==> src/rtl/io_input_cond.sv <==
// Board input conditioning: 2-flop switch synchroniser with change pulse, and per-button
// synchroniser + debounce FSM with press/release pulses. Optional IO_BTN_STICKY_EN adds sticky bits.
module io_input_cond #(
  parameter int unsigned SW_W           = 32,
  parameter int unsigned BTN_W          = 4,
  parameter int unsigned DB_CYCLES      = 500000,
  parameter bit          BTN_ACTIVE_LOW = 1'b1
) (
  input  logic             i_clk,
  input  logic             i_rst_n,
  input  logic [SW_W-1:0]  i_sw_raw,
  input  logic [BTN_W-1:0] i_btn_raw,
`ifdef IO_BTN_STICKY_EN
  input  logic [BTN_W-1:0] i_btn_clr,
  output logic [BTN_W-1:0] o_btn_sticky,
`endif
  output logic [SW_W-1:0]  o_io_sw,
  output logic [BTN_W-1:0] o_io_btn,
  output logic [BTN_W-1:0] o_btn_press,
  output logic [BTN_W-1:0] o_btn_release,
  output logic             o_sw_change
);

  localparam int unsigned CntW = $clog2(DB_CYCLES + 1);
  localparam logic [CntW-1:0] CntLast = CntW'(DB_CYCLES - 1);
  localparam logic [CntW-1:0] CntMax  = {CntW{1'b1}};
  // Synchroniser reset level matches a released button so reset never looks like a press.
  localparam logic [BTN_W-1:0] BtnIdle = {BTN_W{BTN_ACTIVE_LOW}};

  typedef enum logic [1:0] {
    StRel,
    StChkP,
    StPrs,
    StChkR
  } btn_st_e;

  // ---------------------------------------------------------------------------
  // Switch path
  // ---------------------------------------------------------------------------
  logic [SW_W-1:0] sw_meta_q, sw_meta_d;
  logic [SW_W-1:0] sw_sync_q, sw_sync_d;
  logic [SW_W-1:0] sw_prev_q, sw_prev_d;
  logic            sw_chg_q, sw_chg_d;

  always_comb begin
    sw_meta_d = i_sw_raw;
    sw_sync_d = sw_meta_q;
    sw_prev_d = sw_sync_q;
    sw_chg_d  = (sw_sync_q != sw_prev_q);
  end

  always_ff @(posedge i_clk or negedge i_rst_n) begin
    if (!i_rst_n) begin
      sw_meta_q <= '0;
      sw_sync_q <= '0;
      sw_prev_q <= '0;
      sw_chg_q  <= 1'b0;
    end else begin
      sw_meta_q <= sw_meta_d;
      sw_sync_q <= sw_sync_d;
      sw_prev_q <= sw_prev_d;
      sw_chg_q  <= sw_chg_d;
    end
  end

  assign o_io_sw     = sw_sync_q;
  assign o_sw_change = sw_chg_q;

  // ---------------------------------------------------------------------------
  // Button synchroniser and polarity normalisation
  // ---------------------------------------------------------------------------
  logic [BTN_W-1:0] btn_meta_q, btn_meta_d;
  logic [BTN_W-1:0] btn_sync_q, btn_sync_d;
  logic [BTN_W-1:0] btn_p;

  always_comb begin
    btn_meta_d = i_btn_raw;
    btn_sync_d = btn_meta_q;
    btn_p      = btn_sync_q ^ BtnIdle;
  end

  always_ff @(posedge i_clk or negedge i_rst_n) begin
    if (!i_rst_n) begin
      btn_meta_q <= BtnIdle;
      btn_sync_q <= BtnIdle;
    end else begin
      btn_meta_q <= btn_meta_d;
      btn_sync_q <= btn_sync_d;
    end
  end

  // ---------------------------------------------------------------------------
  // Per-button debounce FSM
  // ---------------------------------------------------------------------------
  for (genvar gi = 0; gi < BTN_W; gi++) begin : g_btn
    btn_st_e         st_q, st_d;
    logic [CntW-1:0] cnt_q, cnt_d;
    logic            lvl_q, lvl_d;
    logic            prs_q, prs_d;
    logic            rel_q, rel_d;
    logic            cnt_last;
    logic [CntW-1:0] cnt_inc;

    always_comb begin
      cnt_last = (cnt_q == CntLast);
      cnt_inc  = (cnt_q == CntMax) ? cnt_q : cnt_q + 1'b1;
    end

    // The state must hold for DB_CYCLES consecutive samples in CHK_* before acceptance.
    always_comb begin
      st_d  = st_q;
      cnt_d = cnt_q;
      lvl_d = lvl_q;
      prs_d = 1'b0;
      rel_d = 1'b0;
      unique case (st_q)
        StRel: begin
          if (btn_p[gi]) begin
            st_d  = StChkP;
            cnt_d = '0;
          end
        end
        StChkP: begin
          if (!btn_p[gi]) begin
            st_d = StRel;
          end else if (cnt_last) begin
            st_d  = StPrs;
            lvl_d = 1'b1;
            prs_d = 1'b1;
          end else begin
            cnt_d = cnt_inc;
          end
        end
        StPrs: begin
          if (!btn_p[gi]) begin
            st_d  = StChkR;
            cnt_d = '0;
          end
        end
        StChkR: begin
          if (btn_p[gi]) begin
            st_d = StPrs;
          end else if (cnt_last) begin
            st_d  = StRel;
            lvl_d = 1'b0;
            rel_d = 1'b1;
          end else begin
            cnt_d = cnt_inc;
          end
        end
        default: begin
          st_d  = StRel;
          cnt_d = '0;
          lvl_d = 1'b0;
        end
      endcase
    end

    always_ff @(posedge i_clk or negedge i_rst_n) begin
      if (!i_rst_n) begin
        st_q  <= StRel;
        cnt_q <= '0;
        lvl_q <= 1'b0;
        prs_q <= 1'b0;
        rel_q <= 1'b0;
      end else begin
        st_q  <= st_d;
        cnt_q <= cnt_d;
        lvl_q <= lvl_d;
        prs_q <= prs_d;
        rel_q <= rel_d;
      end
    end

    assign o_io_btn[gi]      = lvl_q;
    assign o_btn_press[gi]   = prs_q;
    assign o_btn_release[gi] = rel_q;
  end

`ifdef IO_BTN_STICKY_EN
  // ---------------------------------------------------------------------------
  // Sticky press flags, write-1-to-clear; a press in the clear cycle wins
  // ---------------------------------------------------------------------------
  logic [BTN_W-1:0] sticky_q, sticky_d;

  always_comb begin
    sticky_d = o_btn_press | (sticky_q & ~i_btn_clr);
  end

  always_ff @(posedge i_clk or negedge i_rst_n) begin
    if (!i_rst_n) begin
      sticky_q <= '0;
    end else begin
      sticky_q <= sticky_d;
    end
  end

  assign o_btn_sticky = sticky_q;
`endif

endmodule

==> config.mk <==
export PLATFORM = sky130hd
export DESIGN_NAME = io_input_cond
export DESIGN_NICKNAME = d
export VERILOG_FILES = /design/src/rtl/io_input_cond.sv
export SDC_FILE = /design/constraint.sdc
export NUM_CORES = 1
export LEC_CHECK = 0
export ABC_AREA = 1
export BUFFER_PORTS_ARGS = -buffer_cell sky130_fd_sc_hd__buf_2
export CAP_MARGIN = 15
export CORE_AREA = 2 2 197 141
export CTS_BUF_LIST = sky130_fd_sc_hd__clkbuf_8
export CTS_CLUSTER_DIAMETER = 80
export DETAILED_ROUTE_END_ITERATION = 16
export DIE_AREA = 0 0 199 143
export GPL_ROUTABILITY_DRIVEN = 0
export PLACE_DENSITY_LB_ADDON = 0.08
export SYNTH_ARGS = -nofsm -noshare
export SYNTH_HDL_FRONTEND = slang
export SYNTH_SLANG_ARGS = --single-unit
==> constraint.sdc <==
create_clock -name i_clk -period 2.5 [get_ports i_clk]
set_clock_uncertainty 0.15 [all_clocks]
set_input_delay 0.125 -clock i_clk [delete_from_list [all_inputs] [get_ports i_clk]]
set_output_delay 0.125 -clock i_clk [all_outputs]
set_load 0.03 [all_outputs]
* After elaboration in Yosys (flattened, before gate mapping) *
Index checks and enable logic that the tools add are counted.

operators by class
  add/subtract/negate cells = 4
  equality and inequality tests = 53
  mux-type cells = 96
  bitwise gates (word level) = 1
  reduce and logical (&&, ||, !) cells = 20

operator list
  operator                                                         number
  19-bit 2-to-1 mux                                                24
  19-bit one-hot mux with 4 select lines                           4
  19-bit == test, second input constant                            8
  19-bit by 1-bit adder with 19-bit output, second input constant  4
  2-bit 2-to-1 mux                                                 24
  2-bit != test, second input constant                             24
  1-bit 2-to-1 mux                                                 36
  32-bit != test                                                   1
  2-bit one-hot mux with 4 select lines                            4
  4-bit AND reduction                                              8
  3-bit != test, second input constant                             8
  5-bit AND reduction                                              4
  2-bit == test, second input constant                             8
  2-bit by 1-bit == test with 1-bit output, second input constant  4
  2-bit logical NOT                                                4
  1-bit one-hot mux with 2 select lines                            4
  2-bit nonzero test                                               4
  4-bit NOT                                                        1

storage, ports and cells
  flip-flop bits (word level) = 201
  input bits = 38
  output and inout bits = 45
  logic and storage cells = 200

* Longest topological paths before layout *
  depth in word-level cells = 5
  depth in mapped cells = 12
  mapped depth without buffers = 11

* Worst setup path before layout *
Ideal clock, no wire load.

  path kind = register to register
  start point = register g_btn[1].cnt_q[0]
  end point = register g_btn[1].cnt_q[8]
  setup time = 126 ps
  data arrival time = 1508 ps
  data required time = 2224 ps
  path slack = 716 ps
  stages on the path, launching flop included = 12
  path buffers = 1
  clock period less this slack = 1784 ps
  cell sequence = dfrtp_1 ha_1 nand2_1 nor2_1 nand2_2 nor2_4 nand2_1 nand2_2 nand2_2 nand2_4 buf_6 o21ai_0

on the way
  cells in the longest elaborated chain, start to end = 5
  elaborated cells between the ends (all ways) = 8
  those cells by class = add/sub: 1; eq/ne: 2; mux: 5

ends and longest elaborated chain
  element                                                                     line      text
  start: declaration                                                          97        logic [CntW-1:0] cnt_q, cnt_d;
  start signal: assignment                                                    168       cnt_q <= cnt_d;
  19-bit by 1-bit adder with 19-bit output or 19-bit == test (tied branches)  106       cnt_inc = (cnt_q == CntMax) ? cnt_q : cnt_q + 1'b1;
  19-bit 2-to-1 mux                                                           106
  19-bit 2-to-1 mux *                                                         126, 143
  19-bit 2-to-1 mux, on equally long branches                                 141, 124
  19-bit one-hot mux with 4 select lines *                                    116       unique case (st_q)

Mark *: on every way between the ends. The rest lies on a longest branch, timed or not. The select of a mux whose other input is x is not followed.
A chain may end at the register's enable or synchronous reset.

* Worst setup path after layout *
  start point = register g_btn[3].cnt_q[0]
  end point = register g_btn[3].cnt_q[11]

on the way
  cells in the longest elaborated chain, start to end = 5
  elaborated cells between the ends (all ways) = 8
  those cells by class = add/sub: 1; eq/ne: 2; mux: 5

ends and longest elaborated chain
  element                                                                     line
  start: declaration                                                          97
  start signal: assignment                                                    168
  19-bit by 1-bit adder with 19-bit output or 19-bit == test (tied branches)  106
  19-bit 2-to-1 mux                                                           106
  19-bit 2-to-1 mux *                                                         126, 143
  19-bit 2-to-1 mux, on equally long branches                                 141, 124
  19-bit one-hot mux with 4 select lines *                                    116

Marks and branches as above.

==> flow_metrics.env <==
export IMPL_crit_path_end_kind="flip-flop"
export IMPL_synthSimpleGateAreaFrac_pct=29.8
export IMPL_grt_antenna_before_repair=0
export IMPL_ir_drop_v=0.000356
export IMPL_grt_overflow=0
export IMPL_timing_final_crit_share_pct=86.5
export IMPL_syn_avg_cell_area_um2=8.44
export IMPL_setup_viol=0
export IMPL_wl_met2_um=7720
export IMPL_cts_sinks=201
export IMPL_hold_violations=0
export IMPL_path_max_fanout=31
export IMPL_vias=7042
export IMPL_crit_path_end="g_btn[3].cnt_q[11]"
export IMPL_synth_compound_area_share_pct=4.09
export IMPL_highest_layer="met4"
export IMPL_clockBufferDepth=3
export IMPL_worstHoldPathType="input port to async pin"
export IMPL_status="finished, final reports clean"
export IMPL_wl_met1_um=11000
export IMPL_maxCapViolCount=0
export IMPL_cpPeakStageDelay_ns=0.44
export IMPL_rsz0062_at_grt="no"
export IMPL_die_area_um2=28500
export IMPL_clk_latency_ns=0.54
export IMPL_io_pins=83
export IMPL_post_route_min_period_ns=2.16
export IMPL_final_common_cell="nand2_1"
export IMPL_crit_top_cell="nand2_1"
export IMPL_ys_seq_area_share_pct=54.7
export IMPL_root_buffer="clkbuf_8"
export IMPL_slowest_stage="dfrtp_1"
export IMPL_ff2ff_path_depth=10
export IMPL_yosys_cell_types_count=32
export IMPL_start_kind="flip-flop"
export IMPL_nNetsFinal=1272
export IMPL_grt_pass1_wl_um=34100
export IMPL_tns_ns=0
export IMPL_worstSetupPathType="flip-flop to flip-flop"
export IMPL_synthesis_area_um2=9210
export IMPL_regToRegSetupSlack_ns=0.34
export IMPL_cts_resized=0
export IMPL_dpl_instance_area_um2=10000
export IMPL_dp_cells=1519
export IMPL_rr_startpoint="g_btn[3].cnt_q[0]"
export IMPL_wl_per_cell_um=12.3
export IMPL_wirelength_um=19900
export IMPL_synth_fa_ha_area_share_pct=0.680
export IMPL_final_cells=1619
export IMPL_drtIter0Drc=317
export IMPL_synth_warnings=0
export IMPL_tightest_slew_ns=0.604
export IMPL_r2r_end="g_btn[3].cnt_q[11]"
export IMPL_drt_pass1_iterations=5
export IMPL_layout_drive_gt1_share_pct=15.7
export IMPL_slew_headroom_pct=59.7
export IMPL_syn_inst=1091
export IMPL_crit_path_cell_trace="ha_1 > nand3_2 > nor2_1 > nand2_1 > nor2_4 > nor2_2 > nand2_4 > inv_2 > nand2_1 > nand2_1"
export IMPL_arrival_ns=2.41
export IMPL_die_w_um=199
export IMPL_final_max_slew_viol_count=0
export IMPL_grt_usage_pct=14.9
export IMPL_total_leakage_power_uw=0.00509
export IMPL_finalHoldWorstSlack_ns=0.00223
export IMPL_critPathBufInv=1
export IMPL_start_util_pct=34.8
export IMPL_cts_inserted_buffers=35
export IMPL_regArea_um2=5040
export IMPL_synth_area_mux_share_pct=0
export IMPL_final_cell_mix="nand2_1, dfrtp_1, nor2_1, inv_1, buf_2"
export IMPL_coreArea_um2=26500
export IMPL_finalInstanceArea_um2=11100
export IMPL_cp_startpoint="g_btn[3].cnt_q[0]"
export IMPL_worst_ep_required_time_ns=2.75
export IMPL_synth_xor_area_share_pct=4.47
export IMPL_syn2layout_area_growth_pct=20.7
export IMPL_grt_pass1_vias=6771
export IMPL_final_util_pct=42.0
export IMPL_port_buffers=82
export IMPL_max_clock_freq_mhz=462
export IMPL_multiInputGateArea_um2=3600
export IMPL_antenna_cells=0
export IMPL_drtAntennaViolNets=0
export IMPL_cts_tree="built"
export IMPL_worst_path_stages=10
export IMPL_cts_setup_buffers=0
export IMPL_dp_hpwl_um=13700
export IMPL_powerDensity_nw_per_um2=634
export IMPL_grt_max_degree=73
export IMPL_cpLargestDelayFamily="simple AND/OR/NAND/NOR gates"
export IMPL_htreeDepth=2
export IMPL_ys_ff_latch=201
export IMPL_routed_wl_met3_um=828
export IMPL_post_route_drc_count=0
export IMPL_path_clk_slew_ns=0.06
export IMPL_row_count=50
export IMPL_die_height_um=143
export IMPL_avgViaCountPerCell=4.35
export IMPL_n_fill_cell=2684
export IMPL_synth_fp_nets=1134
export IMPL_synth_top_family_by_area="simple AND/OR/NAND/NOR gates"
layer usage:
| layer | vias up | global-route usage [%] |
|---|---|---|
| li1 | 3703 | - |
| met1 | 3195 | 23.4 |
| met2 | 114 | 19.9 |
| met3 | 30 | 3.38 |
| met4 | 0 | 4.56 |
| met5 | - | 0 |
cells by family after synthesis:
| kind of cell | after synthesis |
|---|---|
| compound gates | 72 |
| buf+inv | 120 |
| simple gates | 646 |
| flops | 201 |
| fa+ha+maj | 5 |
| xor+xnor | 47 |
cell type report:
class                           instances  area share, %
Tap cell                              364           4.10
Multi-Input combinational cell        770           32.4
Sequential cell                       201           45.4
Inverter                               87           2.94
Clock buffer                           40           4.96
Timing Repair Buffer                  134           8.58
Clock inverter                         23           1.68
worst register-to-register path: cells and delay by family, from the launching register on:
family	cells	cell delay, ns
AND/OR/NAND/NOR	8	0.99
flip-flops	1	0.44
adder cells (fa/ha/maj)	1	0.34
buffers and inverters	1	0.13
sequential cells by signal, summed over array words and instances (netlist names), named ones only:
register,cells
o_sw_change,1
g_btn.cnt_q,76
g_btn.prs_q,4
g_btn.rel_q,4
sw_prev_q,32
g_btn.st_q,4
sw_meta_q,32
btn_sync_q,4
btn_meta_q,4
o_io_sw,32
g_btn.lvl_q,4
per-stage QoR:
step	total power (µW)	worst slack (ns)
global route	7430	0.0394
detailed placement	3910	0.321
finish	7040	0.337
CTS	7200	0.316
floorplan	3720	0.716
global placement	3910	0.350
worst min path at each step:
stage | start | to | cells after the start
2_1_floorplan | i_rst_n | async pin | 0
3_3_place_gp | i_rst_n | g_btn[3].cnt_q[0] | 1
3_5_place_dp | i_rst_n | g_btn[3].cnt_q[0] | 1
4_1_cts | i_rst_n | g_btn[0].cnt_q[0] | 2
5_1_grt | i_sw_raw[5] | sw_meta_q[5] | 2
6_report | i_rst_n | g_btn[3].cnt_q[3] | 2
power breakdown:
group          internal (µW)  total [µW]  switching [µW]
clock                   1790        3150            1360
sequential              3370        3450            78.2
combinational            166         436             271
total                   5330        7040            1710
repair_timing:
item / CTS / global route
setup endpoints to repair: 0 / 0
hold endpoints to repair: 229 / 0
hold buffers: 37 / 0
synth_stat cells, drive strengths merged:
library cell / n / share of area, %
a21oi: 5 / 0.27
a22o: 1 / 0.095
and2: 4 / 0.27
and3b: 1 / 0.095
buf: 28 / 2.4
clkbuf: 5 / 0.22
dfrtp: 193 / 52
dfstp: 8 / 2.3
ha: 5 / 0.68
inv: 87 / 3.5
nand2: 339 / 14
nand3: 83 / 4.7
nand3b: 6 / 0.49
nand4: 17 / 1.2
nor2: 173 / 7.4
nor3: 9 / 0.49
o21ai: 61 / 3.3
o21bai: 5 / 0.41
or2: 14 / 0.95
xnor2: 19 / 1.8
xor2: 28 / 2.7
(Power assumes the default switching activity.)
